$ cat src/rtl/soc_ctrl_pkg.sv
// Shared types and helpers for the soc_ctrl domain power sequencer.
// Holds the sequencer state encoding and the delay-counter width helper.
// No datapath here, so no latency and no backpressure.
package soc_ctrl_pkg;

  typedef enum logic [2:0] {
    IDLE   = 3'd0,
    UP_RST = 3'd1,
    UP_CLK = 3'd2,
    ON     = 3'd3,
    DN_CLK = 3'd4,
    DN_RST = 3'd5
  } domain_seq_state_e;

  // Bits needed to hold 0..delay.
  function automatic int unsigned cnt_width(input int unsigned delay);
    return (delay > 0) ? $clog2(delay + 1) : 1;
  endfunction

endpackage

$ cat src/rtl/soc_ctrl_counter.sv
// Up-counter with synchronous clear that saturates at MAX.
// The count updates one clk_i edge after en_i; clr_i wins over en_i.
// There is no backpressure: once it reaches MAX, the count holds there.
module soc_ctrl_counter #(
  parameter int unsigned WIDTH = 4,
  parameter int unsigned MAX   = 15
) (
  input  logic             clk_i,
  input  logic             arst_i,
  input  logic             clr_i,
  input  logic             en_i,
  output logic [WIDTH-1:0] cnt_o
);

  logic [WIDTH-1:0] cnt_q, cnt_d;

  always_comb begin
    cnt_d = cnt_q;
    if (clr_i) begin
      cnt_d = '0;
    end else if (en_i && (cnt_q != WIDTH'(MAX))) begin
      cnt_d = cnt_q + WIDTH'(1);
    end
  end

  always_ff @(posedge clk_i or posedge arst_i) begin
    if (arst_i) begin
      cnt_q <= '0;
    end else begin
      cnt_q <= cnt_d;
    end
  end

  assign cnt_o = cnt_q;

endmodule

$ cat src/rtl/soc_ctrl_domain_seq.sv
// Domain power sequencer: ordered reset release and clock enable on power-up, reverse order on power-down.
// Steps are DELAY_CYCLES apart and all outputs are registered. Requests are level-sensitive and have no backpressure.
// Defining SOC_CTRL_DOMAIN_SEQ_STATUS_EN adds the state_o and idx_o status outputs.
module soc_ctrl_domain_seq
  import soc_ctrl_pkg::*;
#(
  parameter int unsigned NUM_DOMAINS  = 4,
  parameter int unsigned DELAY_CYCLES = 50,
  parameter int unsigned IDX_W        = (NUM_DOMAINS > 1) ? $clog2(NUM_DOMAINS) : 1,
  parameter int unsigned CNT_W        = cnt_width(DELAY_CYCLES)
) (
  input  logic                   clk_i,
  input  logic                   arst_i,
  input  logic                   start_i,
  input  logic                   stop_i,
  output logic [NUM_DOMAINS-1:0] dom_arst_no,
  output logic [NUM_DOMAINS-1:0] dom_clk_en_o,
  output logic                   busy_o,
  output logic                   up_o
`ifdef SOC_CTRL_DOMAIN_SEQ_STATUS_EN
  ,
  output logic [2:0]             state_o,
  output logic [IDX_W-1:0]       idx_o
`endif
);

  domain_seq_state_e       state_q, state_d;
  logic [IDX_W-1:0]        idx_q, idx_d;
  logic                    stop_pend_q, stop_pend_d;
  logic [NUM_DOMAINS-1:0]  rst_n_q, rst_n_d;
  logic [NUM_DOMAINS-1:0]  clk_en_q, clk_en_d;
  logic                    busy_q, busy_d;
  logic                    up_q, up_d;

  logic                    cnt_clr, cnt_en, step;
  logic [CNT_W-1:0]        cnt;
  logic [IDX_W-1:0]        idx_inc, idx_dec;

  soc_ctrl_counter #(
    .WIDTH (CNT_W),
    .MAX   (DELAY_CYCLES - 1)
  ) u_delay_cnt (
    .clk_i  (clk_i),
    .arst_i (arst_i),
    .clr_i  (cnt_clr),
    .en_i   (cnt_en),
    .cnt_o  (cnt)
  );

  assign step    = (cnt == CNT_W'(DELAY_CYCLES - 1));
  assign idx_inc = idx_q + IDX_W'(1);
  assign idx_dec = idx_q - IDX_W'(1);

  always_comb begin
    state_d     = state_q;
    idx_d       = idx_q;
    stop_pend_d = stop_pend_q;
    rst_n_d     = rst_n_q;
    clk_en_d    = clk_en_q;
    busy_d      = busy_q;
    up_d        = up_q;
    cnt_clr     = 1'b0;
    cnt_en      = 1'b0;

    // Sequencing states time each step with the counter; a firing step restarts it.
    if (state_q inside {UP_RST, UP_CLK, DN_CLK, DN_RST}) begin
      cnt_en  = ~step;
      cnt_clr = step;
    end else begin
      cnt_clr = 1'b1;
    end

    case (state_q)
      IDLE: begin
        if (start_i) begin
          rst_n_d[0] = 1'b1;
          idx_d      = '0;
          busy_d     = 1'b1;
          state_d    = UP_RST;
        end
      end
      UP_RST: begin
        if (stop_i) stop_pend_d = 1'b1;
        if (step) begin
          clk_en_d[idx_q] = 1'b1;
          state_d         = UP_CLK;
        end
      end
      UP_CLK: begin
        if (stop_i) stop_pend_d = 1'b1;
        if (step) begin
          if (idx_q < IDX_W'(NUM_DOMAINS - 1)) begin
            idx_d            = idx_inc;
            rst_n_d[idx_inc] = 1'b1;
            state_d          = UP_RST;
          end else begin
            up_d    = 1'b1;
            busy_d  = 1'b0;
            state_d = ON;
          end
        end
      end
      ON: begin
        if (stop_i || stop_pend_q) begin
          up_d                       = 1'b0;
          busy_d                     = 1'b1;
          stop_pend_d                = 1'b0;
          idx_d                      = IDX_W'(NUM_DOMAINS - 1);
          clk_en_d[NUM_DOMAINS - 1]  = 1'b0;
          state_d                    = DN_CLK;
        end
      end
      DN_CLK: begin
        if (step) begin
          rst_n_d[idx_q] = 1'b0;
          state_d        = DN_RST;
        end
      end
      DN_RST: begin
        if (step) begin
          if (idx_q != '0) begin
            idx_d             = idx_dec;
            clk_en_d[idx_dec] = 1'b0;
            state_d           = DN_CLK;
          end else begin
            busy_d  = 1'b0;
            state_d = IDLE;
          end
        end
      end
      default: state_d = IDLE;
    endcase
  end

  always_ff @(posedge clk_i or posedge arst_i) begin
    if (arst_i) begin
      state_q     <= IDLE;
      idx_q       <= '0;
      stop_pend_q <= 1'b0;
      rst_n_q     <= '0;
      clk_en_q    <= '0;
      busy_q      <= 1'b0;
      up_q        <= 1'b0;
    end else begin
      state_q     <= state_d;
      idx_q       <= idx_d;
      stop_pend_q <= stop_pend_d;
      rst_n_q     <= rst_n_d;
      clk_en_q    <= clk_en_d;
      busy_q      <= busy_d;
      up_q        <= up_d;
    end
  end

  assign dom_arst_no  = rst_n_q;
  assign dom_clk_en_o = clk_en_q;
  assign busy_o       = busy_q;
  assign up_o         = up_q;

`ifdef SOC_CTRL_DOMAIN_SEQ_STATUS_EN
  assign state_o = state_q;
  assign idx_o   = idx_q;
`endif

endmodule
$ cat config.mk
export PLATFORM = sky130hd
export DESIGN_NAME = soc_ctrl_domain_seq
export DESIGN_NICKNAME = d
export VERILOG_FILES = /design/src/rtl/soc_ctrl_pkg.sv /design/src/rtl/soc_ctrl_counter.sv /design/src/rtl/soc_ctrl_domain_seq.sv
export SDC_FILE = /design/constraint.sdc
export NUM_CORES = 1
export LEC_CHECK = 0
export CAP_MARGIN = 20
export CORE_ASPECT_RATIO = 1.2
export CORE_MARGIN = 3
export CORE_UTILIZATION = 35
export DETAILED_ROUTE_END_ITERATION = 8
export DONT_BUFFER_PORTS = 1
export GPL_TIMING_DRIVEN = 0
export PLACE_DENSITY_LB_ADDON = 0.25
export REMOVE_ABC_BUFFERS = 1
export SLEW_MARGIN = 20
export SYNTH_ARGS = -nofsm -noshare
export SYNTH_HDL_FRONTEND = slang
export SYNTH_SLANG_ARGS = --single-unit
$ cat constraint.sdc
create_clock -name clk_i -period 2.4 [get_ports clk_i]
set_input_delay 0.48 -clock clk_i [delete_from_list [all_inputs] [get_ports clk_i]]
set_output_delay 0.48 -clock clk_i [all_outputs]
set_load 0.005 [all_outputs]
==> impl_metrics.py <==
metrics = {
    "power": {
        "vdd_ir_drop_max_mv": 0.279,
        "finalPower_mw": 1.39,
        "pwr_density_cell_nw_per_um2": 923,
        "p_leak_nw": 0.619,
    },
    "synthesis": {
        "ys_types": 44,
        "ys_ff_latch": 22,
        "async_flop_share_pct": 100,
        "synth_edf_count": 0,
        "synth_top_area_share_pct": 39.7,
        "ys_top_cells_by_area": "dfrtp_1, ha_1, o21ai_0",
        "synthFlopType": "dfrtp_1",
        "ys_seq_area_share_pct": 39.7,
        "ys_warn_count": 0,
        "synthTopCellsByCount": "dfrtp_1, nor2_1, o21ai_0",
        "syn_inst": 151,
        "synth_area_um2": 1390,
        "synth.avg_cell_area_um2": 9.19,
        "synth.most_common_cell": "dfrtp_1",
        "synth_top_area_cell": "dfrtp_1",
    },
    "floorplan": {
        "die_w_um": 63.5,
        "rows": 24,
        "die_h_um": 75.0,
        "num_io_pins": 14,
        "die_area_um2": 4760,
        "coreArea_um2": 3720,
        "start_util_pct": 37.3,
    },
    "placed_design": {
        "portBuffers": 0,
        "dpl_cell_area_um2": 1430,
        "hpwlAfterDp_mm": 2.27,
        "place_congestion": 0.830,
    },
    "timing": {
        "fin_worst_skew_ps": 2.14,
        "clock.fmax_mhz": 462,
        "worstMarginPinSlew_ps": 839,
        "post-route-period-util_pct": 90.2,
        "rsz0062_at_grt": "false",
        "fin_crit_ps": 2160,
        "setup_viol": 0,
        "max-slew-margin-rel_pct": 44.0,
        "hold_viol": 0,
        "tns_ps": 0,
        "slew_viol_final": 0,
    },
    "cells_and_area": {
        "antenna_cells": 0,
        "syn_to_final_growth_pct": 8.21,
        "fin_nets": 162,
        "fill_cells": 401,
        "final_area_um2": 1500,
        "final_util_pct": 40.3,
        "drive_gt1_share_pct": 9.40,
    },
    "detailed_routing": {
        "drt-vias-per-instance": 5.68,
        "via_count": 1141,
        "wire_per_inst_um": 15.8,
        "wirelength_mm": 3.18,
        "drtIter0Drc": 48,
        "first_pass_iters": 4,
        "drtAntennaViolNets": 0,
        "drc_errors": 0,
    },
    "cts": {
        "postCtsHoldBufs": 0,
        "cts_root_buf": "clkbuf_8",
        "clk_pin_slew_ps": 80,
        "cts_setup_buffers": 0,
        "cts_max_path_buffers": 2,
        "cts_tree": "built",
        "numCtsBuffers": 3,
        "ctsResizeCount": 0,
        "clock_latency_ps": 270,
        "htree_levels": 1,
        "cts.sinks": 22,
    },
    "critical_path": {
        "setup.worst_path.start_class": "flop",
        "critPathArrivalTime_ps": 2320,
        "path_max_fanout": 17,
        "critical_path_class": "flop to flop",
        "worst_setup_path_end_kind": "flop",
        "cp.required_ps": 2560,
    },
    "grt": {
        "grt_pass1_wl_mm": 5.49,
        "grt_overflow": 0,
        "grt_max_degree": 23,
        "grtUsageTotal_pct": 14.7,
        "grt_pass1_vias": 1159,
        "antenna_found_initial": 0,
    },
    "run_status": {
        "status": "finished, final reports clean",
    },
    "flow_run": {
        "maxCapViolCount": 0,
    },
    "worst_hold_path": {
        "hp-class": "primary input to asynchronous set/reset pin",
    },
}
final cells by class:
cell class / count / area [um^2] / share of cell area (%)
multi-input combinational: 113 / 777 / 51.7
sequential: 22 / 551 / 36.7
tap: 52 / 65.1 / 4.33
clock buffer: 3 / 41.3 / 2.75
inverter: 10 / 37.5 / 2.50
clock inverter: 1 / 30.0 / 2.00
registers in the layout, summed over array words and instances, names as in the netlist:
name	count
u_delay_cnt.cnt_o	6
idx_q	2
dom_clk_en_o	4
stop_pend_q	1
busy_o	1
dom_arst_no	4
up_o	1
state_q	3
worst paths after layout:
kind                                 startpoint              endpoint  slack, ps  cells after the start
max                                  state_q[0]              idx_q[1]        240                      4
min                                      arst_i        dom_arst_no[2]        260                      1
max reg2reg                          state_q[0]              idx_q[1]        240                      4
min reg2reg                u_delay_cnt.cnt_o[0]  u_delay_cnt.cnt_o[0]        500                      1
max in group asynchronous                arst_i       dom_clk_en_o[3]       1620                      1
min in group clk_i                       stop_i           stop_pend_q        490                      3
kinds of logic (layout without fill, tap and decap cells):
kind of cell	Yosys count	count (layout)	synth area share (%)
AO/OA/AOI/OAI	51	51	24.7
XOR/XNOR	4	4	2.53
adder cells (fa/ha/maj)	9	9	7.94
buffers and inverters	16	14	4.33
flip-flops	22	22	39.7
multiplexers	1	1	1.08
AND/OR/NAND/NOR	48	48	19.7
stage by stage:
step | cells | hold slack [ps] | worst slack [ps]
finish | 201 | 262 | 236
global route | 201 | 336 | 97.7
CTS | 201 | 302 | 229
detailed placement | 197 | 487 | 280
global placement | 197 | 479 | 269
floorplan | 145 | 460 | 492
layout by cell type (no fill, tap or decap), types with 2 or more instances in the layout:
cell type  instances
o21ai_0           15
ha_1               8
nor3b_1            4
nand3_1            6
o41ai_1            2
or3_1              2
nand2b_1           2
o31ai_1            5
nand2_1            4
o32ai_1            2
nor2_1            17
a31oi_1            7
inv_1              9
clkbuf_8           3
xor2_1             2
and2_1             2
a21oi_1            7
nor2b_1            2
xnor2_1            2
or3b_2             2
dfrtp_1           22
critical path, cell delays in order (launching register included):
cell      delay [ps]
dfrtp_1          650
or3b_2           510
a221oi_2         380
or3_4            220
mux2_4           300
power by group:
part           internal (mW)  leakage [nW]  total (mW)  switching, mW
Combinational          0.192         0.316       0.454          0.262
Clock                  0.223        0.0357       0.352          0.128
Sequential             0.457         0.267       0.581          0.124
Total                  0.872         0.619        1.39          0.514
per-layer routing:
metal / share of wire, % / track usage, %
met1: 46 / 18.1
met2: 47 / 24.6
met3: 5.3 / 4.03
met4: 1.9 / 5.76
met5: 0 / 0
Power figures use the tool's default switching activity.
